==> config.mk <==
export PLATFORM = sky130hd
export DESIGN_NAME = spi_slave_ram_if
export DESIGN_NICKNAME = d
export VERILOG_FILES = /design/src/rtl/spi_slave_ram_if.sv
export SDC_FILE = /design/constraint.sdc
export NUM_CORES = 1
export LEC_CHECK = 0
export BUFFER_PORTS_ARGS = -buffer_cell sky130_fd_sc_hd__clkbuf_2
export CAP_MARGIN = 5
export CORE_MARGIN = 3
export CORE_UTILIZATION = 45
export DETAILED_ROUTE_END_ITERATION = 7
export PLACE_DENSITY = 0.65
export SYNTH_ARGS = -nofsm -noshare
export SYNTH_HDL_FRONTEND = slang
export SYNTH_SLANG_ARGS = --single-unit
export TNS_END_PERCENT = 20
==> constraint.sdc <==
create_clock -name clk -period 2.55 [get_ports clk]
set_input_delay 0.1275 -clock clk [delete_from_list [all_inputs] [get_ports clk]]
set_output_delay 0.1275 -clock clk [all_outputs]
set_load 0.1 [all_outputs]
==> src/rtl/spi_slave_ram_if.sv <==
// SPI slave front-end for the single-port RAM controller.
//
// Deserialises command frames of FW = max(AW, DW) + 2 bits (MSB first) into rx_data with a
// one-cycle rx_valid strobe. On an accepted read-data command (cmd 11) it waits up to
// TX_TIMEOUT cycles for tx_valid and then shifts tx_data out on MISO, MSB first.
//
// Ports:
//   clk, rst_n     - clock (rising edge) and asynchronous active-low reset
//   SS_n           - slave select, active-low; frames a transaction
//   MOSI           - serial command/payload input, one bit per clk
//   MISO           - serial read-data output, 0 when not shifting
//   rx_data        - last accepted frame {cmd[1:0], payload[PW-1:0]}
//   rx_valid       - one-cycle strobe qualifying rx_data
//   tx_data        - read data from the RAM
//   tx_valid       - qualifies tx_data (only observed while waiting for read data)
//   rd_pending     - read address accepted, read-data frame not yet accepted
//   err            - one-cycle protocol error pulse (bad cmd, parity, or tx timeout)
//
// Build option: define SPI_SLAVE_PARITY_EN to append a trailing odd-parity bit to each frame.
module spi_slave_ram_if #(
  parameter int unsigned AW         = 8,
  parameter int unsigned DW         = 8,
  parameter int unsigned TX_TIMEOUT = 15,
  localparam int unsigned PW        = (AW > DW) ? AW : DW,
  localparam int unsigned FW        = PW + 2
) (
  input  logic          clk,
  input  logic          rst_n,
  input  logic          SS_n,
  input  logic          MOSI,
  output logic          MISO,
  output logic [FW-1:0] rx_data,
  output logic          rx_valid,
  input  logic [DW-1:0] tx_data,
  input  logic          tx_valid,
  output logic          rd_pending,
  output logic          err
);

  localparam logic [2:0] IDLE      = 3'd0;
  localparam logic [2:0] CHK_CMD   = 3'd1;
  localparam logic [2:0] WRITE     = 3'd2;
  localparam logic [2:0] READ_ADD  = 3'd3;
  localparam logic [2:0] READ_DATA = 3'd4;
  localparam logic [2:0] WAIT_TX   = 3'd5;
  localparam logic [2:0] SHIFT_TX  = 3'd6;
  localparam logic [2:0] DONE      = 3'd7;

  // Serial frame length on the wire.
`ifdef SPI_SLAVE_PARITY_EN
  localparam int unsigned FL = FW + 1;
`else
  localparam int unsigned FL = FW;
`endif

  localparam int unsigned MAXW0 = (FW > DW) ? FW : DW;
  localparam int unsigned MAXW  = (MAXW0 > TX_TIMEOUT) ? MAXW0 : TX_TIMEOUT;
  localparam int unsigned CW    = $clog2(MAXW) + 1;

  localparam logic [CW-1:0] LAST_BIT = CW'(FL - 1);
  localparam logic [CW-1:0] TX_BITS  = CW'(DW);
  localparam logic [CW-1:0] TO_LAST  = CW'(TX_TIMEOUT - 1);

  logic [2:0]    state_q, state_d;
  logic [FL-2:0] rx_sr_q, rx_sr_d;
  logic [DW-1:0] tx_sr_q, tx_sr_d;
  logic [CW-1:0] cnt_q, cnt_d;
  logic          miso_q, miso_d;
  logic [FW-1:0] rx_data_q, rx_data_d;
  logic          rx_valid_q, rx_valid_d;
  logic          rd_pending_q, rd_pending_d;
  logic          err_q, err_d;

  // Frame as it stands including the bit being sampled this cycle.
  logic [FL-1:0] frame;
  logic [FW-1:0] frame_data;
  logic [1:0]    frame_cmd;
  logic          cmd_ok;
  logic          parity_ok;

  assign frame      = {rx_sr_q, MOSI};
  assign frame_data = frame[FL-1 -: FW];
  assign frame_cmd  = frame_data[FW-1 -: 2];

`ifdef SPI_SLAVE_PARITY_EN
  assign parity_ok = ^frame;
`else
  assign parity_ok = 1'b1;
`endif

  always_comb begin
    case (state_q)
      WRITE:     cmd_ok = ~frame_cmd[1];
      READ_ADD:  cmd_ok = (frame_cmd == 2'b10);
      READ_DATA: cmd_ok = (frame_cmd == 2'b11);
      default:   cmd_ok = 1'b0;
    endcase
  end

  always_comb begin
    state_d      = state_q;
    rx_sr_d      = rx_sr_q;
    tx_sr_d      = tx_sr_q;
    cnt_d        = cnt_q;
    miso_d       = 1'b0;
    rx_data_d    = rx_data_q;
    rx_valid_d   = 1'b0;
    rd_pending_d = rd_pending_q;
    err_d        = 1'b0;

    if (state_q != IDLE && SS_n) begin
      // Deselect aborts whatever is in flight without any strobe.
      state_d = IDLE;
      cnt_d   = '0;
    end else begin
      case (state_q)
        IDLE: begin
          cnt_d = '0;
          if (!SS_n) state_d = CHK_CMD;
        end
        CHK_CMD: begin
          rx_sr_d = frame[FL-2:0];
          cnt_d   = CW'(1);
          if (!MOSI)             state_d = WRITE;
          else if (rd_pending_q) state_d = READ_DATA;
          else                   state_d = READ_ADD;
        end
        WRITE, READ_ADD, READ_DATA: begin
          rx_sr_d = frame[FL-2:0];
          if (cnt_q == LAST_BIT) begin
            cnt_d = '0;
            if (cmd_ok && parity_ok) begin
              rx_data_d  = frame_data;
              rx_valid_d = 1'b1;
              if (state_q == READ_ADD)  rd_pending_d = 1'b1;
              if (state_q == READ_DATA) rd_pending_d = 1'b0;
              state_d = (state_q == READ_DATA) ? WAIT_TX : DONE;
            end else begin
              err_d   = 1'b1;
              state_d = DONE;
            end
          end else begin
            cnt_d = cnt_q + CW'(1);
          end
        end
        WAIT_TX: begin
          if (tx_valid) begin
            // MSB goes out next cycle; the rest is queued pre-shifted.
            miso_d  = tx_data[DW-1];
            tx_sr_d = tx_data << 1;
            cnt_d   = CW'(1);
            state_d = SHIFT_TX;
          end else if (cnt_q == TO_LAST) begin
            err_d   = 1'b1;
            cnt_d   = '0;
            state_d = DONE;
          end else begin
            cnt_d = cnt_q + CW'(1);
          end
        end
        SHIFT_TX: begin
          // cnt_q counts bits already on MISO; after DW of them MISO returns to 0.
          if (cnt_q == TX_BITS) begin
            cnt_d   = '0;
            state_d = DONE;
          end else begin
            miso_d  = tx_sr_q[DW-1];
            tx_sr_d = tx_sr_q << 1;
            cnt_d   = cnt_q + CW'(1);
          end
        end
        DONE: begin
          cnt_d = '0;
        end
        default: begin
          state_d = IDLE;
          cnt_d   = '0;
        end
      endcase
    end
  end

  always_ff @(posedge clk or negedge rst_n) begin
    if (!rst_n) begin
      state_q      <= IDLE;
      rx_sr_q      <= '0;
      tx_sr_q      <= '0;
      cnt_q        <= '0;
      miso_q       <= 1'b0;
      rx_data_q    <= '0;
      rx_valid_q   <= 1'b0;
      rd_pending_q <= 1'b0;
      err_q        <= 1'b0;
    end else begin
      state_q      <= state_d;
      rx_sr_q      <= rx_sr_d;
      tx_sr_q      <= tx_sr_d;
      cnt_q        <= cnt_d;
      miso_q       <= miso_d;
      rx_data_q    <= rx_data_d;
      rx_valid_q   <= rx_valid_d;
      rd_pending_q <= rd_pending_d;
      err_q        <= err_d;
    end
  end

  assign MISO       = miso_q;
  assign rx_data    = rx_data_q;
  assign rx_valid   = rx_valid_q;
  assign rd_pending = rd_pending_q;
  assign err        = err_q;

endmodule

==> flow_results.xml <==
<?xml version="1.0" encoding="UTF-8"?>
<metrics>
  <group name="setup_path">
    <metric name="cp_cell_sequence" unit="">nor3_1, o21ai_1, nor3_2, buf_4, mux2_2</metric>
    <metric name="worstSetupPathType" unit="">reg -&gt; reg</metric>
    <metric name="critPathRequiredTime" unit="ns">2.72</metric>
    <metric name="timing.critical_path.arrival" unit="ns">2.23</metric>
    <metric name="slowest_stage" unit="">sky130_fd_sc_hd__dfrtp_1</metric>
    <metric name="critPathCaptureType" unit="">flip-flop</metric>
    <metric name="worst_path_maximum_fanout" unit="">14</metric>
    <metric name="critical-path-max-stage-delay" unit="ns">0.57</metric>
    <metric name="timing.critical_path.from_type" unit="">flip-flop</metric>
  </group>
  <group name="sta">
    <metric name="final_cycle_utilization_of_the_critical_path" unit="">0.8085</metric>
    <metric name="max_freq" unit="MHz">485.1</metric>
    <metric name="final.setup.tns" unit="ns">0</metric>
    <metric name="worstMarginPinSlew" unit="ns">0.9484</metric>
    <metric name="final-setup-viol-count" unit="">0</metric>
    <metric name="min_period" unit="ns">2.062</metric>
    <metric name="clock-skew-final" unit="ns">0.002849</metric>
    <metric name="hold_ws" unit="ns">-0.02569</metric>
    <metric name="hold_viol" unit="">38</metric>
    <metric name="timing.slew.headroom" unit="">0.3677</metric>
    <metric name="rsz0062_at_grt" unit="">no</metric>
    <metric name="maxSlewViolCount" unit="">0</metric>
    <metric name="worst_slack" unit="ns">0.4884</metric>
  </group>
  <group name="cts">
    <metric name="cts_htree_levels" unit="">2</metric>
    <metric name="clock_insertion_delay_worst_skew" unit="ns">0.29</metric>
    <metric name="ctsResizeCount" unit="">0</metric>
    <metric name="cts_post_setup_buffers_inserted" unit="">0</metric>
    <metric name="cts_inserted_buffers" unit="">5</metric>
    <metric name="path_clk_slew" unit="ns">0.08</metric>
    <metric name="cts_tree" unit="">built</metric>
    <metric name="cts_root_buffer" unit="">sky130_fd_sc_hd__clkbuf_8</metric>
    <metric name="clk_path_buf_depth" unit="">2</metric>
    <metric name="cts.sinks" unit="">38</metric>
    <metric name="cts_hold_buffers" unit="">0</metric>
  </group>
  <group name="drt">
    <metric name="routed-via-count" unit="">1263</metric>
    <metric name="ant_nets" unit="">0</metric>
    <metric name="met3_wirelength" unit="um">166</metric>
    <metric name="dr.first_iter.drc_count" unit="">129</metric>
    <metric name="met1Wirelength" unit="um">1680</metric>
    <metric name="drt_drc_violations_left" unit="">0</metric>
    <metric name="firstDrtPassIters" unit="">4</metric>
    <metric name="routed-wl-met2" unit="um">1789</metric>
    <metric name="highest_layer" unit="">met4</metric>
    <metric name="route.detailed.vias_per_inst" unit="">5.421</metric>
    <metric name="routed_wire_length_per_instance" unit="um">15.84</metric>
    <metric name="postRouteWirelength" unit="um">3690</metric>
  </group>
  <group name="final_layout">
    <metric name="nets" unit="">201</metric>
    <metric name="drive_gt1_frac" unit="">0.4162</metric>
    <metric name="layout-area-overhead-vs-synth" unit="%">15.24</metric>
    <metric name="insertedDiodeCount" unit="">0</metric>
    <metric name="layout.cell_area.non_filler" unit="sq um">2167</metric>
    <metric name="utilization" unit="">0.5623</metric>
    <metric name="layoutNonFillerInstCount" unit="">233</metric>
  </group>
  <group name="logic_synthesis">
    <metric name="part_of_the_yosys_area_used_for_sequential_elements" unit="">0.5057</metric>
    <metric name="syn_avg_cell_area" unit="sq um">12.29</metric>
    <metric name="synth-seq-cells" unit="">38</metric>
    <metric name="synth-edff-count" unit="">0</metric>
    <metric name="ys.flop_type" unit="">sky130_fd_sc_hd__dfrtp_1</metric>
    <metric name="ys.warnings.count" unit="">0</metric>
    <metric name="synthArstFlopShare" unit="">1.000</metric>
    <metric name="cell_type_contributing_the_most_total_cell_area_after_synthesis" unit="">sky130_fd_sc_hd__dfrtp_1</metric>
    <metric name="syn-instance-count" unit="">153</metric>
    <metric name="ys_types" unit="">46</metric>
    <metric name="synth_fp_nets" unit="">170</metric>
    <metric name="syn_area" unit="sq um">1881</metric>
    <metric name="synthTopCellsByArea" unit="">sky130_fd_sc_hd__dfrtp_1 51%, sky130_fd_sc_hd__mux2_2 17%, sky130_fd_sc_hd__ha_1 2.7%</metric>
    <metric name="yosys.area.top_type_share" unit="">0.5057</metric>
  </group>
  <group name="placement">
    <metric name="port_buffers" unit="">26</metric>
    <metric name="dp.cells" unit="">225</metric>
    <metric name="gpl_congestion" unit="">0.8176</metric>
    <metric name="pre_cts_slack" unit="ns">0.5167</metric>
    <metric name="hpwl_reported_at_the_end_of_detailed_placement" unit="um">2640</metric>
    <metric name="post_dp_cell_area" unit="sq um">2053</metric>
  </group>
  <group name="global_routing">
    <metric name="via_count_of_the_first_global_routing_pass" unit="">1292</metric>
    <metric name="grt_pass1_wl" unit="um">6375</metric>
    <metric name="grt_remaining_overflow" unit="">0</metric>
    <metric name="antenna_found_initial" unit="">0</metric>
    <metric name="groute.usage.overall" unit="">0.1648</metric>
    <metric name="grt_max_degree" unit="">39</metric>
  </group>
  <group name="outcome">
    <metric name="run_status" unit="">finished with violations</metric>
    <metric name="violations" unit="">negative hold slack</metric>
  </group>
  <group name="floorplanning">
    <metric name="starting_density_of_the_core" unit="">0.4880</metric>
    <metric name="area_of_the_die" unit="sq um">4991</metric>
    <metric name="die-width" unit="um">70.65</metric>
    <metric name="core-area" unit="sq um">3854</metric>
    <metric name="io-pin-count" unit="">27</metric>
    <metric name="std_cell_rows" unit="">22</metric>
    <metric name="dieHeight" unit="um">70.65</metric>
  </group>
  <group name="job">
    <metric name="drv.max_cap_violation_count" unit="">0</metric>
  </group>
  <group name="power">
    <metric name="vdd_ir_drop_max" unit="mV">0.5523</metric>
    <metric name="p_per_area" unit="nW/um^2">973.0</metric>
    <metric name="total_leakage_power" unit="nW">1.018</metric>
  </group>
  <group name="min_path">
    <metric name="min_path_type" unit="">in -&gt; async</metric>
  </group>
</metrics>
-- placed cells by master, fill, tap and decap left out, drive strengths merged, types with 2 or more instances in the layout --
| master | instances |
|---|---|
| inv | 6 |
| buf | 2 |
| clkbuf | 31 |
| nor2b | 3 |
| nand3 | 3 |
| nor2 | 13 |
| o41ai | 2 |
| nor3 | 5 |
| ha | 4 |
| dfrtp | 38 |
| xor2 | 2 |
| nand2b | 3 |
| a21oi | 5 |
| mux2 | 30 |
| clkinvlp | 2 |
| nand2 | 5 |
| o21ai | 4 |
| nor3b | 2 |
| and4bb | 2 |
-- cells in the mapped netlist, drive strengths merged, types with 2 or more instances --
cell type,count
mux2,30
o41ai,2
nand2b,3
nor3,5
and4bb,2
ha,4
nor2,13
a21oi,5
nor2b,3
o21ai,4
xor2,2
nor3b,2
inv,6
buf,4
nand3,3
dfrtp,38
nand2,5
-- cell type report --
type | instances | area (sq um)
clock buffers | 5 | 68.82
clock inverters | 3 | 45.04
fillers | 333 | 1687
inverters | 6 | 22.52
multi-input cells | 105 | 874.6
flip-flops and latches | 38 | 950.9
well taps | 48 | 60.06
repair buffers | 28 | 145.1
-- final timing paths --
kind                       startpoint  slack [ns]    endpoint  depth (start not counted)
max                        state_q[1]        0.49  rx_data[7]                          5
min                             rst_n       -0.03    cnt_q[3]                          1
max reg2reg                state_q[1]        0.49  rx_data[7]                          5
min reg2reg                tx_sr_q[4]        0.51  tx_sr_q[4]                          1
max in group asynchronous       rst_n        1.99  rx_sr_q[1]                          1
min in group clk           tx_data[0]        0.10  tx_sr_q[1]                          2
-- metal layers --
layer | track usage | vias to the layer above
met5 | 0 | -
met4 | 0.06263 | 0
met3 | 0.05114 | 4
met2 | 0.2526 | 22
met1 | 0.2200 | 623
li1 | - | 614
-- registers in the layout, summed over array words and instances (netlist names) --
name and count:
rx_data 10, MISO 1, tx_sr_q 7, cnt_q 5, rx_valid 1, state_q 3
rx_sr_q 9, rd_pending 1, err 1
-- report_power, final --
part | total [mW] | switching [mW] | internal (mW) | leakage (nW)
clock | 0.507 | 0.216 | 0.291 | 0.0504
sequential | 0.953 | 0.187 | 0.765 | 0.499
combinational | 0.649 | 0.308 | 0.341 | 0.468
-- through the flow --
stage / hold slack (ns) / power (mW)
finish: -0.02569 / 2.109
CTS: 0.0002219 / 2.129
global placement: 0.2997 / 1.586
floorplan: -0.1681 / 1.457
detailed placement: 0.3153 / 1.613
global route: 0.04073 / 2.271
-- cell families after synthesis --
family / Yosys count / share of synthesized area
compound gates: 24 / 0.09848
xor+xnor: 3 / 0.01397
fa+ha+maj: 4 / 0.02661
buf+inv: 10 / 0.02927
flops: 38 / 0.5057
mux: 31 / 0.1850
simple gates: 43 / 0.1410
-- critical path, delay by kind of cell (launching register included) --
| kind | cells | cell delay [ns] |
|---|---|---|
| and+or+nand+nor | 2 | 0.62 |
| DFF | 1 | 0.57 |
| muxes | 1 | 0.35 |
| buffers and inverters | 1 | 0.21 |
| AOI/OAI and AO/OA | 1 | 0.18 |
Note: power is estimated with default switching activity, not from simulation.
